==> config.mk <==
export PLATFORM = sky130hd
export DESIGN_NAME = router_pkt_tx
export DESIGN_NICKNAME = d
export VERILOG_FILES = /design/src/rtl/router_pkg.sv /design/src/rtl/router_tx_buf.sv /design/src/rtl/router_pkt_tx.sv
export SDC_FILE = /design/constraint.sdc
export NUM_CORES = 1
export LEC_CHECK = 0
export ABC_AREA = 1
export BUFFER_PORTS_ARGS = -buffer_cell sky130_fd_sc_hd__buf_2
export CAP_MARGIN = 20
export CORE_MARGIN = 2
export CORE_UTILIZATION = 57
export DETAILED_ROUTE_END_ITERATION = 10
export PLACE_DENSITY = 0.74
export SLEW_MARGIN = 15
export SYNTH_ARGS = -nofsm -noshare
export SYNTH_HDL_FRONTEND = slang
export SYNTH_SLANG_ARGS = --single-unit
==> constraint.sdc <==
create_clock -name clock -period 2.7 [get_ports clock]
set_input_delay 0.675 -clock clock [delete_from_list [all_inputs] [get_ports clock]]
set_output_delay 0.675 -clock clock [all_outputs]
set_load 0.01 [all_outputs]
==> src/rtl/router_pkg.sv <==
// rtl/router_pkg.sv - shared constants, tx state encoding and header packing for the router packet source
package router_pkg;

  localparam int DATA_W   = 8;
  localparam int ADDR_W   = 2;
  localparam int LEN_W    = 6;
  localparam int NUM_DEST = 3;

  typedef enum logic [2:0] {
    S_IDLE,
    S_FILL,
    S_HEADER,
    S_PAYLOAD,
    S_PARITY,
    S_GAP
  } tx_state_t;

  // Header byte as the router expects it: length in the upper bits, destination in the low bits.
  function automatic logic [DATA_W-1:0] pack_header(input logic [LEN_W-1:0]  len,
                                                    input logic [ADDR_W-1:0] addr);
    return {len, addr};
  endfunction

endpackage

==> src/rtl/router_tx_buf.sv <==
// rtl/router_tx_buf.sv - show-ahead payload FIFO holding one full packet body
module router_tx_buf
  import router_pkg::*;
(
  input  logic              clock,
  input  logic              reset,
  input  logic              wr_en,
  input  logic [DATA_W-1:0] wr_data,
  input  logic              rd_en,
  output logic [DATA_W-1:0] rd_data
);

  localparam int DEPTH = 2**LEN_W;

  logic [DATA_W-1:0] mem [DEPTH];
  logic [LEN_W-1:0]  wr_ptr;
  logic [LEN_W-1:0]  rd_ptr;

  // Pointers; the FSM never writes and reads in the same state, and never exceeds 63 entries.
  always_ff @(posedge clock or posedge reset) begin
    if (reset) begin
      wr_ptr <= '0;
      rd_ptr <= '0;
    end else begin
      if (wr_en) wr_ptr <= wr_ptr + 1'b1;
      if (rd_en) rd_ptr <= rd_ptr + 1'b1;
    end
  end

  // Storage array; contents need no reset because pointers define validity.
  always_ff @(posedge clock) begin
    if (wr_en) mem[wr_ptr] <= wr_data;
  end

  assign rd_data = mem[rd_ptr];

endmodule

==> src/rtl/router_pkt_tx.sv <==
// rtl/router_pkt_tx.sv - buffers a payload then drives header, payload and parity onto the router input
module router_pkt_tx
  import router_pkg::*;
#(
  parameter int IFG = 2
) (
  input  logic              clock,
  input  logic              reset,
  input  logic              start,
  input  logic [ADDR_W-1:0] dest_addr,
  input  logic [LEN_W-1:0]  pay_len,
  output logic              start_ready,
  output logic              start_err,
  input  logic [DATA_W-1:0] pl_data,
  input  logic              pl_valid,
  output logic              pl_ready,
  input  logic              busy,
  output logic [DATA_W-1:0] data_out,
  output logic              pkt_valid,
  output logic              pkt_done
);

  localparam int GW = (IFG > 1) ? $clog2(IFG) : 1;

  tx_state_t         state, state_n;
  logic [LEN_W:0]    cnt, cnt_n;
  logic [GW-1:0]     gcnt, gcnt_n;
  logic [DATA_W-1:0] par, par_n;
  logic [LEN_W-1:0]  len_q, len_n;
  logic [ADDR_W-1:0] addr_q, addr_n;
  logic [DATA_W-1:0] data_n;
  logic              valid_n, err_n, done_n;
  logic              wr_en, rd_en;
  logic [DATA_W-1:0] rd_data;
  logic [LEN_W:0]    len_ext;
  logic              bad_start;

  assign len_ext     = {1'b0, len_q};
  assign bad_start   = (pay_len == '0) || (int'(dest_addr) >= NUM_DEST);
  assign start_ready = (state == S_IDLE);
  assign pl_ready    = (state == S_FILL) && (cnt < len_ext);

  router_tx_buf u_buf (
    .clock   (clock),
    .reset   (reset),
    .wr_en   (wr_en),
    .wr_data (pl_data),
    .rd_en   (rd_en),
    .rd_data (rd_data)
  );

  // State, counters, parity and all registered outputs.
  always_ff @(posedge clock or posedge reset) begin
    if (reset) begin
      state     <= S_IDLE;
      cnt       <= '0;
      gcnt      <= '0;
      par       <= '0;
      len_q     <= '0;
      addr_q    <= '0;
      data_out  <= '0;
      pkt_valid <= 1'b0;
      start_err <= 1'b0;
      pkt_done  <= 1'b0;
    end else begin
      state     <= state_n;
      cnt       <= cnt_n;
      gcnt      <= gcnt_n;
      par       <= par_n;
      len_q     <= len_n;
      addr_q    <= addr_n;
      data_out  <= data_n;
      pkt_valid <= valid_n;
      start_err <= err_n;
      pkt_done  <= done_n;
    end
  end

  // Next state and next output values; cnt counts bytes stored in FILL, then bytes loaded onto data_out.
  always_comb begin
    state_n = state;
    cnt_n   = cnt;
    gcnt_n  = gcnt;
    par_n   = par;
    len_n   = len_q;
    addr_n  = addr_q;
    data_n  = '0;
    valid_n = 1'b0;
    err_n   = 1'b0;
    done_n  = 1'b0;
    wr_en   = 1'b0;
    rd_en   = 1'b0;
    case (state)
      S_IDLE: begin
        if (start) begin
          if (bad_start) begin
            err_n = 1'b1;
          end else begin
            len_n   = pay_len;
            addr_n  = dest_addr;
            par_n   = pack_header(pay_len, dest_addr);
            cnt_n   = '0;
            state_n = S_FILL;
          end
        end
      end
      S_FILL: begin
        if (pl_valid && pl_ready) begin
          wr_en = 1'b1;
          par_n = par ^ pl_data;
          cnt_n = cnt + 1'b1;
        end else if (cnt == len_ext) begin
          data_n  = pack_header(len_q, addr_q);
          valid_n = 1'b1;
          cnt_n   = '0;
          state_n = S_HEADER;
        end
      end
      S_HEADER: begin
        data_n  = data_out;
        valid_n = 1'b1;
        if (!busy) begin
          data_n  = rd_data;
          rd_en   = 1'b1;
          cnt_n   = {{LEN_W{1'b0}}, 1'b1};
          state_n = S_PAYLOAD;
        end
      end
      S_PAYLOAD: begin
        data_n  = data_out;
        valid_n = 1'b1;
        if (!busy) begin
          if (cnt == len_ext) begin
            data_n  = par;
            valid_n = 1'b0;
            state_n = S_PARITY;
          end else begin
            data_n = rd_data;
            rd_en  = 1'b1;
            cnt_n  = cnt + 1'b1;
          end
        end
      end
      S_PARITY: begin
        data_n = par;
        if (!busy) begin
          data_n  = '0;
          done_n  = 1'b1;
          gcnt_n  = '0;
          state_n = S_GAP;
        end
      end
      S_GAP: begin
        if (gcnt == GW'(IFG - 1)) state_n = S_IDLE;
        else                      gcnt_n  = gcnt + 1'b1;
      end
      default: state_n = S_IDLE;
    endcase
  end

endmodule

==> metrics, run 1 <==
Met1 Wirelength 24340 µm; fmax 381.3 MHz; cell count along the critical path 7; Netlist cell types 40; min cycle time layout 2.622 ns; largest net degree at the start of global routing 116; ys async rst share 8.897%; count of final hold-check violations 0; end of the critical path pl_ready; Longest Clk Path Bufs 3; Setup Viol. Count Final 0; R2R depth 10; Final Power 27.01 mW; TritonCTS Buffers 55; IO Port Bufs 33; P_leak 11.22 nW; CP peak stage delay 0.42 ns; Synth Flop Type edfxtp_1; worst-path cell chain ha_4 -> a21oi_2 -> o21ai_2 -> a21oi_2 -> nand2_1 -> inv_1 -> buf_2; Relative slew margins 47.22%; Die Wd 210.2 µm; first-pass GRT wire length 94170 µm; ANT nets after route 0; reg-to-reg slack, setup 0.09 ns; mux share of post-synthesis cell area 0.04644%; synthesized area per cell 10.45 µm²; Core Area 0.04195 mm²; drt pass-1 iters 6; die height 210.2 µm; DR WL met2 29050 µm; Min Hold Slack 0.2051 ns; Critical Path Start cnt[2]; Placer Congestion 0.9767; CTS tree built; delay-heaviest family, CP flip-flops; Initial Utilization 57.80%; power density over cell area 973.4 mW/mm²; WS Path Type reg2out; Cells after Synth 2321; DRC viols 0; H-tree Lvls 2; DR WL/cell 20.65 µm; vias in the first global route 16580; Area after DPL 0.02589 mm²; clk_lat worst skew 0.61 ns; FF-to-FF End u_buf.mem[8][5]; largest family of logic cells by synthesized area simple AND/OR/NAND/NOR gates; crit start category register; Vias 17140; Synth Register Bits 562; area added between synthesis and finish 14.43%; Worst Hold Class in2async; die area 0.04420 mm²; Reg2Reg Launch Point cnt[2]; # fillers 3053; Least-Margin Pin Slew 0.7909 ns; Inserted Diodes 0; Clock Pin Slew Worst Setup and Hold Paths 0.07 ns; Top Layer Used met4; slowest CP cell dfrtp_1; Top Ports 34; cell mode on critical path a21oi_2; status complete, no violations; Std-Cell Rows 75; Buffers & Inverters on Critical Path 2; Layout Skew 0.01840 ns; clk sink count 562; data required time at the worst endpoint 2.03 ns; post-DP HPWL 39430 µm; GRT Total Usage 28.49%; Synth Area in Simple Gates 22.01%; max_cap viols 0; fraction of layout cells with a size suffix above 1 11.41%; Synthesis Warnings 0; adder-cell area share of the yosys netlist 0.4644%; initial antenna violation count 0; nature of the critical path endpoint primary output; DRT Wirelength 62360 µm; Final Max Slew Viols 0; fin crit share 97.13%; Post-synth EDFFs 512; Synth Cell Area 0.02425 mm²; Seq/Total Area, Yosys 68.57%; Nets 2465; vias per inst 5.677; Root Driver clkbuf_16; post-route cell area 0.02774 mm²; crit path DAT 1.95 ns; post-synthesis xor/xnor area fraction 0.7225%; Crit Path Max Fanout 3; VDD IR max 0.0007222 V; met3 wire len 6024 µm; global route total overflow 0; Compound-Gate Fraction of Synth Area 2.859%; syn nets 2351; DRT iter0 DRCs 2013
-- layout by cell type (no fill, tap or decap), types with 21 or more instances in the layout --
master and n:
inv_1 205, nor2_1 172, o21ai_0 38, nand3_1 286
buf_2 33, nand2_1 800, o211ai_1 24, a21oi_1 39
edfxtp_1 512, clkbuf_16 57, clkinv_1 21, dfrtp_1 46
buf_4 113, buf_12 23
-- worst register-to-register path, cell delays in order, from the launching register on --
cell and delay (ns):
dfrtp_1 0.42, ha_4 0.27, a21oi_2 0.14, o21ai_2 0.07
a21oi_2 0.15, buf_4 0.13, nand3_2 0.18, nor2_8 0.23
nand3_4 0.32, nor2_1 0.22, buf_4 0.19
-- synthesized netlist by cell type, types with 3 or more instances --
cell / number / share of area (%)
nand3_4: 4 / 0.29
nand3_1: 286 / 5.9
dfrtp_1: 50 / 5.2
inv_2: 3 / 0.046
nand3_2: 4 / 0.17
ha_1: 9 / 0.46
buf_1: 23 / 0.36
nor3_2: 3 / 0.12
edfxtp_1: 512 / 63
nand2_1: 800 / 12
o211ai_1: 24 / 0.74
clkbuf_1: 49 / 0.76
buf_2: 38 / 0.78
o21ai_0: 39 / 0.81
xor2_1: 19 / 0.69
nor2_1: 173 / 2.7
a31oi_1: 8 / 0.21
a21oi_1: 41 / 0.85
nand4_1: 4 / 0.10
inv_1: 208 / 3.2
-- per-layer routing --
metal	GRT usage, %	vias up
met2	45.22	942
met5	0	-
li1	-	7937
met1	38.40	8099
met4	13.01	0
met3	5.706	166
-- per-stage QoR --
step	instances	setup TNS (ns)	utilization [%]	worst slack, ns
6_report	3020	0	66.14	0.07755
5_1_grt	3020	-0.01012	66.14	-0.01012
4_1_cts	3017	0	65.99	0.001199
3_5_place_dp	2913	0	61.73	0.09244
3_3_place_gp	2913	0	61.73	0.1374
2_1_floorplan	2321	0	-	0.2506
-- registers in the layout, indices dropped and copies added, names as in the netlist --
register and count:
addr_q 2, cnt 7, data_out 8, gcnt 1
len_q 6, par 8, pkt_done 1, pkt_valid 1
start_err 1, state 3, u_buf.mem 512, u_buf.rd_ptr 6
u_buf.wr_ptr 6
-- final cells by class --
type | instances | area, µm² | area share, %
Clock inverter | 39 | 315.3 | 1.136
Tap cell | 539 | 674.4 | 2.431
Clock buffer | 64 | 1453 | 5.236
Sequential cell | 562 | 16640 | 59.96
Multi-Input combinational cell | 1432 | 6375 | 22.98
Inverter | 215 | 817.0 | 2.945
Timing Repair Buffer | 169 | 1474 | 5.313
-- where the power goes --
group / internal, mW / switching, mW
Combinational: 2.80 / 6.48
Sequential: 9.84 / 0.383
Clock: 4.31 / 3.19
-- worst min path at each step --
stage                     start         endpoint
floorplan              len_q[4]         len_q[4]
global placement       len_q[5]         len_q[5]
detailed placement  data_out[3]      data_out[3]
CTS                       reset  u_buf.rd_ptr[5]
global route              reset  u_buf.rd_ptr[5]
finish                    reset  u_buf.wr_ptr[5]
-- cell families after synthesis --
| family | count (synthesis) |
|---|---|
| AOI/OAI and AO/OA | 120 |
| xor gates and xnor gates | 20 |
| adders and majority gates | 9 |
| buffers and inverters | 327 |
| DFF | 562 |
| muxes | 1 |
| and+or+nand+nor | 1282 |
-- timing repair --
action | CTS | global route
setup endpoints to repair | 1 | 350
pin swaps | 1 | 2
cloned | 0 | 0
setup buffers | 1 | 3
gates resized for setup | 2 | 8
hold buffers | 0 | 0
No activity file was read; power rests on OpenSTA's default activity.
==> run 2, diff against run 1 <==
- CORE_UTILIZATION: 57 -> 25
- PLACE_DENSITY: 0.74 -> 0.42
==> run 2 against run 1 <==
  * Wire length up 18%
  * Global-route usage decreased by 14 points
  * Worst setup slack improved by 0.017 ns
  * Clock power increased by 4.7%
  * Highest routed layer unchanged
==> metrics, run 2 (same netlist as run 1, synthesis figures left out) <==
CTS tree built; Buffers & Inverters on Critical Path 3 (+1); CTS Hold Bufs 0 (unchanged); post-route cell area 0.02897 mm² (+4.4%); fmax 383.8 MHz (+0.64%); area added between synthesis and finish 19.49%; Placer Congestion 0.8574 (-12%); drt pass-1 iters 6 (unchanged); Final Power 28.03 mW (+3.8%); DRT iter0 DRCs 1529 (-24%); Layout Skew 0.02652 ns (+0.008127 ns); clk_lat worst skew 0.64 ns (+0.03 ns); nature of the critical path endpoint primary output; R2R depth 12 (+2); pre-CTS setup slack 0.07807 ns (-0.01437 ns); RSZ-0062 raised after global routing true; data required time at the worst endpoint 2.03 ns (about the same); Clock Pin Slew Worst Setup and Hold Paths 0.05 ns (-0.02 ns); GRT Total Usage 14.83% (-14 points); DR WL/cell 19.54 µm (-5.4%); Final Max Slew Viols 0 (unchanged); die area 0.09949 mm² (+130%); non-filler cells in the finished layout 3780 (+25%); Least-Margin Pin Slew 0.7435 ns (-0.04740 ns); min cycle time layout 2.606 ns (-0.01666 ns); most frequent cells in the layout nand2_1, edfxtp_1, nand3_1, inv_1, nor2_1; Top Ports 34 (unchanged); delay-heaviest family, CP compound AO/OA/AOI/OAI gates; Core Area 0.09642 mm² (+130%); WS Path Type reg2out; fraction of layout cells with a size suffix above 1 12.22% (+0.81 points); first-pass GRT wire length 109600 µm (+16%); vias per inst 4.420 (-22%); max FFs per register 512 (unchanged); slowest CP cell dfrtp_1; Longest Clk Path Bufs 3 (unchanged); status complete, no violations; Min Hold Slack 0.2459 ns (+0.04084 ns); post-DP HPWL 49720 µm (+26%); fin crit share 96.51% (-0.62 points); Inserted Diodes 0 (unchanged); Nets 2487 (+0.89%); Relative slew margins 50.44% (+3.2 points); Crit Path Max Fanout 3 (unchanged); Die Wd 315.4 µm (+50%); Worst Hold Class in2async; P_leak 11.39 nW (+1.5%); worst-path cell chain inv_2 -> ha_4 -> a21oi_2 -> o21ai_2 -> a21oi_2 -> nand2_1 -> inv_1 -> buf_2; die height 315.4 µm (+50%); global route total overflow 0 (unchanged); VDD IR max 0.0009181 V (+27%); Root Driver clkbuf_16; Placed Instances 3669 (+26%); biggest regs u_buf.mem: 512 flops, data_out: 8 flops, par: 8 flops; Biggest register u_buf.mem; TritonCTS Buffers 60 (+9.1%); Setup Viol. Count Final 0 (unchanged); DRC viols 0 (unchanged); max_cap viols 0 (unchanged); Area after DPL 0.02705 mm² (+4.5%); cell mode on critical path a21oi_2; CP peak stage delay 0.37 ns (-0.05 ns); crit start category register; cell count along the critical path 8 (+1); Vias 16710 (-2.5%); Final WS setup 0.09421 ns (+0.01666 ns); TNS Setup 0 ns (unchanged); initial antenna violation count 2 (+2); clk sink count 562 (unchanged); Core Util, Final 30.05% (-36 points); ANT nets after route 0 (unchanged); Initial Utilization 25.15% (-33 points); H-tree Lvls 2 (unchanged); vias in the first global route 16780 (+1.2%); largest net degree at the start of global routing 105 (-9.5%); Std-Cell Rows 114 (+52%); count of final hold-check violations 0 (unchanged); crit path DAT 1.93 ns (-0.02 ns); IO Port Bufs 33 (unchanged); most common cell after layout, fill and taps aside nand2_1; DRT Wirelength 73860 µm (+18%); power density over cell area 967.6 mW/mm² (-0.60%)
run 2: changes by cell type in the layout (fill, tap and decap cells not counted), sizes merged:
cell / previous run / this run
buf: 169 / 186
clkbuf: 64 / 69
inv: 211 / 214
clkinvlp: 3 / 1
bufinv: 5 / 4
clkinv: 35 / 36
run 2: power by group:
group / total, mW / switching [mW] / leakage, nW / internal (mW)
clock: 7.85 / 3.42 / 0.913 / 4.43
combinational: 10.0 / 7.08 / 5.27 / 2.92
sequential: 10.2 / 0.337 / 5.21 / 9.84
total: 28.0 / 10.8 / 11.4 / 17.2
run 2: routing by layer:
layer  share of wire (%)  GRT usage [%]  vias to the layer above
met4                 1.9          3.371                        0
met5                   0              0                        -
met2                  46          23.83                      462
met1                  47          21.24                     8168
li1                    -              -                     7996
met3                 5.3          1.981                       83
run 2: cell type report:
cell class | instances | area (µm²)
multi-input cells | 1432 | 6387
flip-flops and latches | 562 | 16630
clock buffers | 69 | 1535
well taps | 1276 | 1597
fillers | 10060 | 67450
inverters | 215 | 823.3
repair buffers | 186 | 1677
clock inverters | 40 | 317.8
run 2: final timing paths:
kind                                  start          endpoint  slack [ns]
min in group clock                    start         start_err        0.32
worst max-delay path               len_q[2]          pl_ready        0.09
max in group asynchronous             reset   u_buf.rd_ptr[0]        1.88
worst min-delay path                  reset          pkt_done        0.25
worst max register to register     len_q[2]  u_buf.mem[42][1]        0.15
worst min register to register  data_out[4]       data_out[4]        0.48
run 2: what timing repair did:
action                                  CTS  global route
resized for setup                         3             9
buffers inserted                          1             2
pin swaps                                 2             1
endpoints found under the setup margin    1           408
run 2: worst min-delay path, stage by stage:
cell and delay, ns:
buf_2 0.10, inv_2 0.03, buf_4 0.54
